--- config.mk ---
export PLATFORM = sky130hd
export DESIGN_NAME = b02_serial_ctrl
export DESIGN_NICKNAME = d
export VERILOG_FILES = /design/src/rtl/b02_ctrl_pkg.sv /design/src/rtl/b02_ctrl_shifter.sv /design/src/rtl/b02_serial_ctrl.sv
export SDC_FILE = /design/constraint.sdc
export NUM_CORES = 1
export LEC_CHECK = 0
export ABC_AREA = 1
export BUFFER_PORTS_ARGS = -buffer_cell sky130_fd_sc_hd__clkbuf_2
export CORE_MARGIN = 1
export CORE_UTILIZATION = 50
export CTS_BUF_LIST = sky130_fd_sc_hd__clkbuf_4
export DETAILED_ROUTE_END_ITERATION = 7
export HOLD_SLACK_MARGIN = 0.15
export PLACE_DENSITY = 0.75
export SYNTH_ARGS = -nofsm -noshare
export SYNTH_HDL_FRONTEND = slang
export SYNTH_SLANG_ARGS = --single-unit
--- constraint.sdc ---
create_clock -name clock -period 2.83 [get_ports clock]
set_input_delay 0.566 -clock clock [delete_from_list [all_inputs] [get_ports clock]]
set_output_delay 0.566 -clock clock [all_outputs]
set_load 0.005 [all_outputs]
--- src/rtl/b02_ctrl_pkg.sv ---
// b02_ctrl_pkg: shared definitions for the b02 serial-line controller.
// Holds the controller FSM encoding, the recognizer state width and the
// recognizer reset state.
package b02_ctrl_pkg;

   // Controller FSM encoding
   typedef enum logic [1:0] {
      IDLE  = 2'd0,
      SHIFT = 2'd1,
      DONE  = 2'd2
   } ctrl_state_e;

   // Recognizer state register width and its reset value
   localparam int unsigned              STATE_W   = 3;
   localparam logic [STATE_W-1:0]       RST_STATE = 3'b000;

endpackage

--- src/rtl/b02_ctrl_shifter.sv ---
// b02_ctrl_shifter: word latch, bit index and result assembly for the b02
// serial controller.
// Ports:
//   clock, reset_n  clock and asynchronous active-low reset
//   i_load          latch i_data, clear result and bit index
//   i_shift         advance one serial bit, capture i_u into the result
//   i_data          parallel word, transmitted MSB first
//   i_u             recognizer U output for the current bit
//   o_linea         registered serial bit driven to the recognizer
//   o_result        collected U bits, first bit ends in MSB
//   o_last_c        current shift cycle is the last bit of the word
module b02_ctrl_shifter #(
   parameter int unsigned WIDTH = 8
) (
   input  logic             clock,
   input  logic             reset_n,
   input  logic             i_load,
   input  logic             i_shift,
   input  logic [WIDTH-1:0] i_data,
   input  logic             i_u,
   output logic             o_linea,
   output logic [WIDTH-1:0] o_result,
   output logic             o_last_c
);

   localparam int unsigned IDX_W = (WIDTH > 1) ? $clog2(WIDTH) : 1;

   logic [WIDTH-1:0] r_word;
   logic [WIDTH-1:0] r_result;
   logic [IDX_W-1:0] r_idx;
   logic             r_linea;

   // Word is kept rotated so its MSB always holds the next bit to send;
   // rotating rather than shifting keeps every stored bit in use.
   always_ff @(posedge clock or negedge reset_n) begin
      if (!reset_n) begin
         r_word   <= '0;
         r_result <= '0;
         r_idx    <= '0;
         r_linea  <= 1'b0;
      end else if (i_load) begin
         r_word   <= {i_data[WIDTH-2:0], i_data[WIDTH-1]};
         r_linea  <= i_data[WIDTH-1];
         r_result <= '0;
         r_idx    <= '0;
      end else if (i_shift) begin
         r_linea  <= o_last_c ? 1'b0 : r_word[WIDTH-1];
         r_word   <= {r_word[WIDTH-2:0], r_word[WIDTH-1]};
         r_result <= {r_result[WIDTH-2:0], i_u};
         r_idx    <= r_idx + IDX_W'(1);
      end
   end

   assign o_last_c = (r_idx == IDX_W'(WIDTH - 1));
   assign o_linea  = r_linea;
   assign o_result = r_result;

endmodule

--- src/rtl/b02_serial_ctrl.sv ---
// b02_serial_ctrl: sequential controller around the combinational b02
// serial-line recognizer. Owns the recognizer state register, serialises
// accepted words onto LINEA one bit per clock, collects U into a result word
// and keeps a saturating count of U=1 samples.
// Optional state injection is enabled by defining B02_STATE_INJECT_EN.
// Ports:
//   clock, reset_n          clock and asynchronous active-low reset
//   in_valid/in_ready       input word handshake; in_data sent MSB first
//   in_restart              with an accepted word, zero the recognizer state
//   out_valid/out_ready     result word handshake; out_data first bit in MSB
//   hit_cnt, clr_cnt        saturating U=1 counter and its synchronous clear
//   core_linea, core_state  drive recognizer LINEA and state inputs
//   core_u, core_next       recognizer U and next-state outputs
//   inj_en, inj_state       (B02_STATE_INJECT_EN) force core_state
//   inj_active              (B02_STATE_INJECT_EN) one-cycle pulse after inject
module b02_serial_ctrl
   import b02_ctrl_pkg::*;
#(
   parameter int unsigned WIDTH = 8,
   parameter int unsigned CNT_W = 16
) (
   input  logic               clock,
   input  logic               reset_n,
   input  logic               in_valid,
   output logic               in_ready,
   input  logic [WIDTH-1:0]   in_data,
   input  logic               in_restart,
   output logic               out_valid,
   input  logic               out_ready,
   output logic [WIDTH-1:0]   out_data,
   output logic [CNT_W-1:0]   hit_cnt,
   input  logic               clr_cnt,
   output logic               core_linea,
   output logic [STATE_W-1:0] core_state,
   input  logic               core_u,
   input  logic [STATE_W-1:0] core_next
`ifdef B02_STATE_INJECT_EN
   ,
   input  logic               inj_en,
   input  logic [STATE_W-1:0] inj_state,
   output logic               inj_active
`endif
);

   localparam logic [CNT_W-1:0] CNT_MAX = '1;

   ctrl_state_e        r_state;
   ctrl_state_e        w_state_nxt;
   logic               w_accept;
   logic               w_shift;
   logic               w_last;
   logic               r_in_ready;
   logic               r_out_valid;
   logic [CNT_W-1:0]   r_hit_cnt;
   logic [STATE_W-1:0] r_core_state;
   logic [STATE_W-1:0] w_core_state_nxt;

   // FSM state register
   always_ff @(posedge clock or negedge reset_n) begin
      if (!reset_n) r_state <= IDLE;
      else          r_state <= w_state_nxt;
   end

   // Next-state and datapath strobes; r_in_ready gates accept so nothing is
   // taken in the cycle reset is released.
   always_comb begin
      w_state_nxt = r_state;
      w_accept    = 1'b0;
      w_shift     = 1'b0;
      case (r_state)
         IDLE: begin
            if (r_in_ready && in_valid) begin
               w_accept    = 1'b1;
               w_state_nxt = SHIFT;
            end
         end
         SHIFT: begin
            w_shift = 1'b1;
            if (w_last) w_state_nxt = DONE;
         end
         DONE: begin
            if (out_ready) w_state_nxt = IDLE;
         end
         default: w_state_nxt = IDLE;
      endcase
   end

   // Recognizer state update; injection has the highest priority.
   always_comb begin
      w_core_state_nxt = r_core_state;
      if (w_shift)                     w_core_state_nxt = core_next;
      else if (w_accept && in_restart) w_core_state_nxt = RST_STATE;
`ifdef B02_STATE_INJECT_EN
      if (inj_en)                      w_core_state_nxt = inj_state;
`endif
   end

   // Registered handshakes, recognizer state and detection counter
   always_ff @(posedge clock or negedge reset_n) begin
      if (!reset_n) begin
         r_in_ready   <= 1'b0;
         r_out_valid  <= 1'b0;
         r_core_state <= RST_STATE;
         r_hit_cnt    <= '0;
      end else begin
         r_in_ready   <= (w_state_nxt == IDLE);
         r_out_valid  <= (w_state_nxt == DONE);
         r_core_state <= w_core_state_nxt;
         if (clr_cnt)
            r_hit_cnt <= '0;
         else if (w_shift && core_u && (r_hit_cnt != CNT_MAX))
            r_hit_cnt <= r_hit_cnt + CNT_W'(1);
      end
   end

`ifdef B02_STATE_INJECT_EN
   logic r_inj_active;

   // One-cycle marker following each injection
   always_ff @(posedge clock or negedge reset_n) begin
      if (!reset_n) r_inj_active <= 1'b0;
      else          r_inj_active <= inj_en;
   end

   assign inj_active = r_inj_active;
`endif

   b02_ctrl_shifter #(
      .WIDTH (WIDTH)
   ) u_shifter (
      .clock    (clock),
      .reset_n  (reset_n),
      .i_load   (w_accept),
      .i_shift  (w_shift),
      .i_data   (in_data),
      .i_u      (core_u),
      .o_linea  (core_linea),
      .o_result (out_data),
      .o_last_c (w_last)
   );

   assign in_ready   = r_in_ready;
   assign out_valid  = r_out_valid;
   assign hit_cnt    = r_hit_cnt;
   assign core_state = r_core_state;

endmodule

==> results of run 1 <==
==> sequential cells by signal, summed over array words and instances, names as in the netlist <==
name                flops
hit_cnt                16
u_shifter.o_result      8
u_shifter.r_word        8
core_state              3
u_shifter.r_idx         3
r_state                 2
in_ready                1
out_valid               1
u_shifter.o_linea       1
==> power breakdown <==
| part | leakage, nW | internal [mW] | switching, mW |
|---|---|---|---|
| registers | 0.564 | 0.792 | 0.0916 |
| logic | 0.633 | 0.248 | 0.387 |
| clock network | 0.0417 | 0.192 | 0.191 |
| total | 1.24 | 1.23 | 0.670 |
==> cell families (layout without fill, tap and decap cells) <==
logic type	Yosys count	after routing	share of synthesized area (%)
buf+inv	36	86	7.220
fa+ha+maj	3	3	1.805
simple gates	137	137	27.80
compound gates	32	32	10.59
flops	43	43	51.74
xor+xnor	2	2	0.8425
==> worst max path at each step <==
stage,startpoint,to,cells after the start,slack (ns)
2_1_floorplan,hit_cnt[0]$_DFFE_PN0P_,hit_cnt[12]$_DFFE_PN0P_,10,1.27
3_3_place_gp,hit_cnt[0]$_DFFE_PN0P_,hit_cnt[9]$_DFFE_PN0P_,8,0.86
3_5_place_dp,r_state[0]$_DFF_PN0_,hit_cnt[11]$_DFFE_PN0P_,7,0.78
4_1_cts,r_state[0]$_DFF_PN0_,hit_cnt[9]$_DFFE_PN0P_,7,0.76
5_1_grt,r_state[0]$_DFF_PN0_,hit_cnt[12]$_DFFE_PN0P_,7,0.58
6_report,r_state[0]$_DFF_PN0_,hit_cnt[11]$_DFFE_PN0P_,7,0.75
==> layout by cell type (no fill, tap or decap), drive strengths merged, types with 2 or more instances in the layout <==
cell type,Yosys,layout
a21oi,3,3
a22o,2,2
buf,5,2
clkbuf,1,53
clkinv,2,2
dfrtp,43,43
ha,3,3
inv,28,28
nand2,80,80
nand3,17,17
nand4,11,11
nor2,29,29
o211ai,3,3
o21ai,7,7
o21bai,3,3
o221ai,5,5
o22ai,6,6
o31ai,2,2
xor2,2,2
==> through the flow <==
step | hold WS, ns | utilization [%] | area [um2]
3_3_place_gp | 0.4664 | 58.90 | 2356
2_1_floorplan | 0.2704 | - | 2079
4_1_cts | 0.2729 | 60.78 | 2431
6_report | 0.2613 | 60.78 | 2431
3_5_place_dp | 0.4775 | 58.90 | 2356
5_1_grt | 0.2999 | 60.78 | 2431
==> cell usage after synthesis (3+ instances only) <==
library cell / count / area (um2)
nand2_1: 79 / 296.5
dfrtp_1: 43 / 1076
inv_1: 27 / 101.4
nor2_1: 26 / 97.59
nand3_1: 17 / 85.08
nand4_1: 11 / 68.82
o21ai_0: 6 / 30.03
o22ai_1: 6 / 37.54
o221ai_1: 5 / 43.79
a21oi_1: 3 / 15.01
ha_1: 3 / 37.54
o211ai_1: 3 / 22.52
o21bai_1: 3 / 22.52
==> worst register-to-register path: cells and delay by family, from the launching register on <==
| kind | cells | cell delay [ns] |
|---|---|---|
| and+or+nand+nor | 5 | 1.35 |
| buffers and inverters | 2 | 0.29 |
| DFF | 1 | 0.39 |
==> per-layer routing <==
layer  vias up  GRT usage [%]  part of all wire [%]
li1        926              -                     -
met1       844          29.44                    48
met2        46          34.57                    45
met3         7          6.507                   5.5
met4         0          9.309                   1.7
met5         -              0                     0
==> area by class of cell <==
| class | count | area (um2) | share of cell area (%) |
|---|---|---|---|
| multi-input cells | 174 | 853.3 | 35.10 |
| clock inverters | 1 | 30.03 | 1.235 |
| repair buffers | 49 | 250.2 | 10.29 |
| inverters | 30 | 113.9 | 4.683 |
| well taps | 50 | 62.56 | 2.573 |
| clock buffers | 6 | 45.04 | 1.853 |
| flip-flops and latches | 43 | 1076 | 44.26 |
==> run metrics, run 1 <==
drt wl/cell=12.51 um; number of buffers added by the clock tree synthesis step=5; post-synth net total=274; Critical Path, Cell by Cell=inv_1, nor2_1, buf_4, nand2_1, nor2_1, nand4_1, nand2_1; class of the worst hold path=in2async; time the worst path needs with I/O delays and setup=2.077 ns; worst reg2reg path endpoint=hit_cnt[11]$_DFFE_PN0P_; total gr overflow=0; leakage power=1.239 nW; Routability Congestion=0.8203; layout cells sized above 1=20.79%; overall via count from detail_route=1823; Synthesis Warnings=0; Final Cycle Share=73.38%; startpoint type of the worst setup path=register; Power Total=1.902 mW; VDD IR-drop max=0.5420 mV; number of slew-limit violations in the final report=0; Max Buffers Root-to-Sink=2; total clock sinks=43; clk_lat worst skew=0.36 ns; number of nets at the end of the flow=324; postcts setup bufs=0; Synth-to-Final Area Change=16.91%; number of H-tree branching levels=2; Power per Cell Area=782.4 nW/um2; horizontal die dimension=66.49 um; CP max stage cell=nor2_1; Final setup violation count=0; wire length of the first global-routing pass=7.479 mm; post-route clock skew=0.007011 ns; post-cts gate resize count=0; detailed-route vias per instance=5.164; number of flops mapped to enable cells by yosys=0; Clock Tree Root=clkbuf_4; Final Hold Vio Count=0; number of cells in the design after placement=346; worst setup slack for register-to-register paths=0.75 ns; critical path class=reg2reg; pin count of the biggest net entering global routing=44; unrepaired setup endpoints after global routing=no; layout filler cell count=375; Post-DP HPWL=3.200 mm; Non-Filler Instances=353; synthesized netlist cell count=253; max-capacitance violation count=0; type of element capturing the critical path=register; post-synthesis instance area=2079 um2; Die Footprint=4421 um2; arrival time of data at the critical path endpoint=2.38 ns; largest stage delay on the critical path=0.69 ns; clock-pin transition on the worst setup and hold timing paths=0.12 ns; Worst Setup Slack, final=0.7532 ns; Top Ports=48; endpoint required time on the critical path=3.13 ns; top_reg_cell synth=dfrtp_1; startpoint of the most critical register-to-register path=r_state[0]$_DFF_PN0_; ANT cells=0; fmax=481.5 MHz; number of antenna violations at the first check in global routing=0; Unique masters post-synth=29; starting density of the core=51.99%; depth of the worst register-to-register path=7; Post-Place Setup Slack=0.7841 ns; outcome=completed; number of cell rows=23; syn avg cell area=8.219 um2; family with the most delay on the worst path=simple AND/OR/NAND/NOR gates; initial detailed-routing violation count=115; crit-path max FO=13; Antenna Nets Post-Route=0; overall routed net length=4.416 mm; hold bufs inserted after CTS=0; tightest slew margin relative to the limit=41.26%; chip height=66.49 um; TritonCTS clock tree=done; Setup TNS=0 ns; actual slew at the worst max-slew pin=0.8779 ns; area inside the core boundary=4000 um2; first-pass iteration count of the detailed router=5; number of port buffers=47; post-synthesis sequential element count=43; async set-or-reset flop fraction in the synthesized netlist=100.0%; via count of the first global-routing pass=1681; buffers plus inverters on the worst setup path=2; residual DRC count=0; Overall Global Routing Usage=22.47%; portion of the post-synthesis area used by sequential elements=51.74%
No activity file was read; power rests on OpenSTA's default activity.
==> run 2: changes to the inputs <==
- ABC_AREA: 1 -> 0
- PLACE_DENSITY: 0.75 -> 0.78
- clock period: 2.83 -> 1.7 ns (I/O delays scaled with it)
==> run 2 against run 1 <==
The run now ends with setup timing left. Synthesized cell count fell by 17%. Clock skew up 0.0068 ns. Die area fell by 3.8%. Flip-flop and latch count stayed put. Register-to-register slack got worse by 0.96 ns. Core utilization up 16 points. Sequential share of layout area shrank 6.6 points. Total power is 66% higher. Hold slack worse by 0.097 ns. Critical path depth fell by 2. Design area up 18%.
==> run metrics, run 2 <==
layout cells sized above 1=45.36%; met2 layer wire length in the routed design=2.547 mm; top routing layer in use=met4; overall via count from detail_route=1967; Clock Tree Root=clkbuf_4; commonest non-fill, non-tap cells in the layout=nand2_1, clkbuf_2, buf_4, dfrtp_1, o21ai_0; drt wl/cell=14.34 um; overall routed net length=5.019 mm; number of H-tree branching levels=2; outcome=finished with violations; chip height=65.22 um; Critical Path, Cell by Cell=buf_4, nand2_2, or4_4, or4_1, a21oi_1; total gr overflow=0; layout filler cell count=267; Overall Global Routing Usage=24.67%; critical path class=reg2reg; Power Total=3.159 mW; CP max stage cell=or4_4; post-synth net total=231; number of cell rows=22; pin count of the biggest net entering global routing=44; Post-Route M1 WL=2.161 mm; type of element capturing the critical path=register; number of buffers added by the clock tree synthesis step=5; Synthesis Warnings=0; proportion of netlist area held by the largest area contributor=53.85%; most common cell after layout, fill and taps aside=nand2_1; portion of the post-synthesis area used by sequential elements=53.85%; endpoint required time on the critical path=1.98 ns; first-pass iteration count of the detailed router=4; via count of the first global-routing pass=1841; horizontal die dimension=65.22 um; Antenna Nets Post-Route=0; post-synth top area cell=dfrtp_1; synthesized netlist cell count=210; total clock sinks=43; number of slew-limit violations in the final report=0; Power per Cell Area=1106 nW/um2; Final Cycle Share=112.4%; number of nets at the end of the flow=322; Top Ports=48; clock-pin transition on the worst setup and hold timing paths=0.13 ns; clk_lat worst skew=0.37 ns; post-synthesis sequential element count=43; Non-Filler Instances=350; ANT cells=0; VDD IR-drop max=0.8682 mV; top_reg_cell synth=dfrtp_1; largest stage delay on the critical path=0.58 ns; most numerous cell in the Yosys netlist=nand2_1; number of port buffers=47; post-synthesis instance area=1998 um2; class of the worst hold path=in2reg; Final Hold Vio Count=0; top cells by instance count after synthesis=nand2_1, dfrtp_1, o21ai_0; Final setup violation count=14; flip-flop count of the largest register after layout=16; failing checks=setup timing; actual slew at the worst max-slew pin=0.5388 ns; post-route clock skew=0.01383 ns; TritonCTS clock tree=done; initial detailed-routing violation count=169; Die Footprint=4253 um2; Synth-to-Final Area Change=43.02%; max-capacitance violation count=0; area taken by multi-input logic gates=1013 um2; wire length of the first global-routing pass=8.045 mm; tightest slew margin relative to the limit=64.08%; area inside the core boundary=3744 um2; number of flops mapped to enable cells by yosys=0; fmax=523.4 MHz; starting density of the core=53.38%; Unique masters post-synth=37; leakage power=1.396 nW; Post-DP HPWL=3.104 mm; time the worst path needs with I/O delays and setup=1.911 ns; startpoint type of the worst setup path=register; number of antenna violations at the first check in global routing=0; detailed-route vias per instance=5.620; Seq. cell area=1076 um2; Routability Congestion=0.8306; number of cells in the design after placement=328; unrepaired setup endpoints after global routing=yes; residual DRC count=0; syn avg cell area=9.515 um2; Max Buffers Root-to-Sink=2; routed wl met3=239 um; Worst Setup Slack, final=-0.2106 ns; arrival time of data at the critical path endpoint=2.19 ns; crit-path max FO=6; async set-or-reset flop fraction in the synthesized netlist=100.0%; synth top area cells=dfrtp_1, nand2_1, o21ai_0
run 2: changes by cell type after synthesis, moves of 6 or more:
cell | before | now
a21oi_1 | 3 | 13
a22oi_1 | 1 | 7
clkbuf_1 | 1 | 12
inv_1 | 27 | 2
nand2_1 | 79 | 48
nand3_1 | 17 | 9
nand4_1 | 11 | 3
nor2_1 | 26 | 3
o21ai_0 | 6 | 15
o22ai_1 | 6 | 0
o31ai_1 | 2 | 8
or4_1 | 0 | 10
run 2: final timing paths:
check                      depth (start not counted)                            start                         endpoint  slack, ns
min in group asynchronous                          3                          reset_n           hit_cnt[2]$_DFFE_PN0P_       0.55
min                                                3                     core_next[0]        core_state[0]$_DFFE_PN0P_       0.16
max                                                5           hit_cnt[0]$_DFFE_PN0P_          hit_cnt[15]$_DFFE_PN0P_      -0.21
max in group asynchronous                          3                          reset_n  u_shifter.r_word[2]$_DFFE_PN0P_       0.77
min reg2reg                                        2  u_shifter.r_word[4]$_DFFE_PN0P_  u_shifter.r_word[4]$_DFFE_PN0P_       0.49
max reg2reg                                        5           hit_cnt[0]$_DFFE_PN0P_          hit_cnt[15]$_DFFE_PN0P_      -0.21
run 2: cell type report:
type                    count  share of cell area, %
flip-flops and latches     43                  37.65
multi-input cells         151                  35.46
well taps                  48                  2.102
clock inverters             3                 0.7005
clock buffers               5                  1.313
inverters                   2                 0.2627
repair buffers             98                  22.50
run 2: stage by stage:
| stage | hold WS, ns | TNS (ns) | cell area (um2) | worst slack [ns] | util (%) |
|---|---|---|---|---|---|
| 6_report | 0.1648 | -1.047 | 2858 | -0.2106 | 76.34 |
| 5_1_grt | 0.1563 | -2.610 | 2858 | -0.2489 | 76.34 |
| 4_1_cts | 0.1544 | -0.4602 | 2698 | -0.1075 | 72.06 |
| 3_5_place_dp | 0.4498 | -0.6019 | 2539 | -0.1169 | 67.81 |
| 3_3_place_gp | 0.4413 | -0.1706 | 2539 | -0.06925 | 67.81 |
| 2_1_floorplan | 0.04441 | -0.4450 | 2027 | -0.09010 | - |
run 2: worst max-delay path, delay by kind of cell, from the launching register on:
kind                   cells  cell delay [ns]
buffers and inverters      1             0.13
AO/OA/AOI/OAI              1             0.20
AND/OR/NAND/NOR            3             1.08
flip-flops                 1             0.41
run 2: logic make-up (layout without fill, tap and decap cells):
family / Yosys count / in the layout / share of synthesized area, %
flip-flops: 43 / 43 / 53.85
buffers and inverters: 16 / 108 / 3.068
adder cells (fa/ha/maj): 3 / 3 / 1.879
AO/OA/AOI/OAI: 52 / 52 / 16.34
AND/OR/NAND/NOR: 94 / 94 / 23.80
multiplexers: 2 / 2 / 1.064
run 2: what timing repair did:
action                                  CTS  global route
hold endpoints to repair                 43             0
setup buffers                             7             7
endpoints found under the setup margin   14            30
pin swaps                                 8             9
resized for setup                        11            24
hold buffers                              1             0
run 2: power by group:
part | internal, mW | switching, mW | leakage (nW)
clock network | 0.158 | 0.355 | 0.0272
registers | 1.31 | 0.175 | 0.564
logic | 0.510 | 0.651 | 0.805
run 2: routing by layer:
layer	up-vias	track usage [%]
met5	-	0
met3	11	4.514
met4	0	9.511
met2	71	42.91
met1	943	30.17
li1	942	-
==> run 3: changes to the inputs <==
- BUFFER_PORTS_ARGS: -buffer_cell sky130_fd_sc_hd__clkbuf_2 -> -buffer_cell sky130_fd_sc_hd__buf_2
==> run 3 against run 2 <==
The flow still finishes with violations (setup timing). Count of clock-buffer cells in the layout unchanged. Sequential power about the same. Clock power up 23%. Worst setup slack better by 0.056 ns. Combinational power down 4%. Hold slack better by 0.016 ns. Final cell count down 3.1%. Global-route usage down 0.35 points. Design area down 4.7%. Critical path type unchanged.
==> run metrics, run 3 (synthesis gave the netlist of run 2 again) <==
outcome=finished with violations; failing checks=setup timing; clock-pin transition on the worst setup and hold timing paths=0.12 ns; unrepaired setup endpoints after global routing=yes; number of cell rows=22; layout filler cell count=279; number of nets at the end of the flow=311; ANT cells=0; TritonCTS clock tree=done; pin count of the biggest net entering global routing=44; drt wl/cell=14.37 um; clock group share of total power=19.5%; starting density of the core=53.38%; Hold WS=0.1807 ns; startpoint type of the worst setup path=register; wire length of the first global-routing pass=7.879 mm; Post-DP HPWL=3.132 mm; area taken by multi-input logic gates=949.7 um2; switching power as a share of total power=34.91%; first-pass iteration count of the detailed router=5; actual slew at the worst max-slew pin=0.6499 ns; Top Ports=48; number of slew-limit violations in the final report=0; endpoint required time on the critical path=1.99 ns; number of cells in the design after placement=323; Overall Global Routing Usage=24.32%; number of H-tree branching levels=2; class of the worst hold path=in2reg; Final setup violation count=11; flip-flop count of the largest register after layout=16; area inside the core boundary=3744 um2; net switching power of the design=1.126 mW; Routability Congestion=0.8087; initial detailed-routing violation count=102; via count of the first global-routing pass=1772; number of buffers added by the clock tree synthesis step=5; VDD IR-drop max=0.9018 mV; Antenna Nets Post-Route=0; post-route clock skew=0.003902 ns; type of element capturing the critical path=register; Final Cycle Share=109.1%; total clock sinks=43; number of port buffers=47; Power per Cell Area=1185 nW/um2; overall via count from detail_route=1922; chip height=65.22 um; Reg power frac=46.0%; final core utilization=72.73%; commonest non-fill, non-tap cells in the layout=nand2_1, buf_2, dfrtp_1, buf_4, o21ai_0; Critical Path, Cell by Cell=nand3_1, or4_4, or4_1, a21oi_1; total gr overflow=0; Clock Tree Root=clkbuf_4; max-capacitance violation count=0; detailed-route vias per instance=5.670; critical path class=reg2reg; largest stage delay on the critical path=0.58 ns; horizontal die dimension=65.22 um; crit-path max FO=6; tightest slew margin relative to the limit=56.52%; clk_lat worst skew=0.35 ns; Max Buffers Root-to-Sink=2; overall routed net length=4.871 mm; Final Hold Vio Count=0; most common cell after layout, fill and taps aside=nand2_1; residual DRC count=0; combinational group share of total power=34.5%; Synth-to-Final Area Change=36.26%; Die Footprint=4253 um2; time the worst path needs with I/O delays and setup=1.854 ns; Non-Filler Instances=339; number of antenna violations at the first check in global routing=0; CP max stage cell=or4_4; Seq. cell area=1076 um2; Post-Place Setup Slack=-0.08152 ns; layout cells sized above 1=40.21%; Worst Setup Slack, final=-0.1543 ns; fmax=539.3 MHz; Internal Pwr Total=2.099 mW; leakage power=1.316 nW; arrival time of data at the critical path endpoint=2.14 ns
-- run 3: cell types whose count changed in the layout (fill, tap and decap cells not counted), moves of 4 or more --
| cell | delta |
|---|---|
| o31ai_1 | +4 |
| clkbuf_2 | -47 |
| o31ai_2 | -4 |
| buf_2 | +47 |
| buf_4 | -9 |
-- run 3: power groups by stage --
stage	Clock [mW]	Sequential, mW	Combinational (mW)
floorplan	0	1.50	0.643
finish	0.629	1.48	1.11
detailed placement	0	1.49	1.08
global route	0.696	1.52	1.27
global placement	0	1.49	1.04
CTS	0.649	1.48	1.09
-- run 3: repair_timing --
item	in CTS	in global routing
hold endpoints to repair	43	0
buffers inserted	4	4
hold buffers	1	0
pin swaps	5	12
endpoints found under the setup margin	12	17
gates resized for setup	5	14
-- run 3: path summary, 6_finish.rpt --
| kind | from | end | slack, ns | depth (start not counted) |
|---|---|---|---|---|
| max | hit_cnt[8]$_DFFE_PN0P_ | hit_cnt[13]$_DFFE_PN0P_ | -0.15 | 4 |
| min | core_next[2] | core_state[2]$_DFFE_PN0P_ | 0.18 | 3 |
| max reg2reg | hit_cnt[8]$_DFFE_PN0P_ | hit_cnt[13]$_DFFE_PN0P_ | -0.15 | 4 |
| min reg2reg | u_shifter.r_word[3]$_DFFE_PN0P_ | u_shifter.r_word[3]$_DFFE_PN0P_ | 0.49 | 2 |
| max in group asynchronous | reset_n | u_shifter.r_word[4]$_DFFE_PN0P_ | 0.76 | 3 |
| min in group asynchronous | reset_n | hit_cnt[6]$_DFFE_PN0P_ | 0.57 | 3 |
-- run 3: final cells by class --
| class | count | area share, % |
|---|---|---|
| clock buffers | 5 | 1.379 |
| clock inverters | 3 | 1.425 |
| inverters | 2 | 0.2757 |
| multi-input cells | 151 | 34.88 |
| flip-flops and latches | 43 | 39.52 |
| well taps | 48 | 2.206 |
| repair buffers | 87 | 20.31 |
-- run 3: routing by layer --
metal  track usage (%)  vias to the layer above  wire length (um)
met1             30.31                      929              2038
met2             40.98                       62              2498
met5                 0                        -                 0
met3             5.208                       13               244
li1                  -                      918                 -
met4             9.511                        0                90
-- run 3: stage by stage --
step | area (um2) | TNS, ns | power [mW]
after detailed placement | 2501 | -0.3437 | 2.567
final | 2723 | -0.7934 | 3.225
after global placement | 2501 | -0.1573 | 2.527
after CTS | 2634 | -0.3134 | 3.220
after floorplan | 2027 | -0.4450 | 2.141
after global routing | 2723 | -1.791 | 3.485
-- run 3: critical path, delay by kind of cell, from the launching register on --
kind | cells | cell delay, ns
compound gates | 1 | 0.16
flops | 1 | 0.44
simple gates | 3 | 1.20
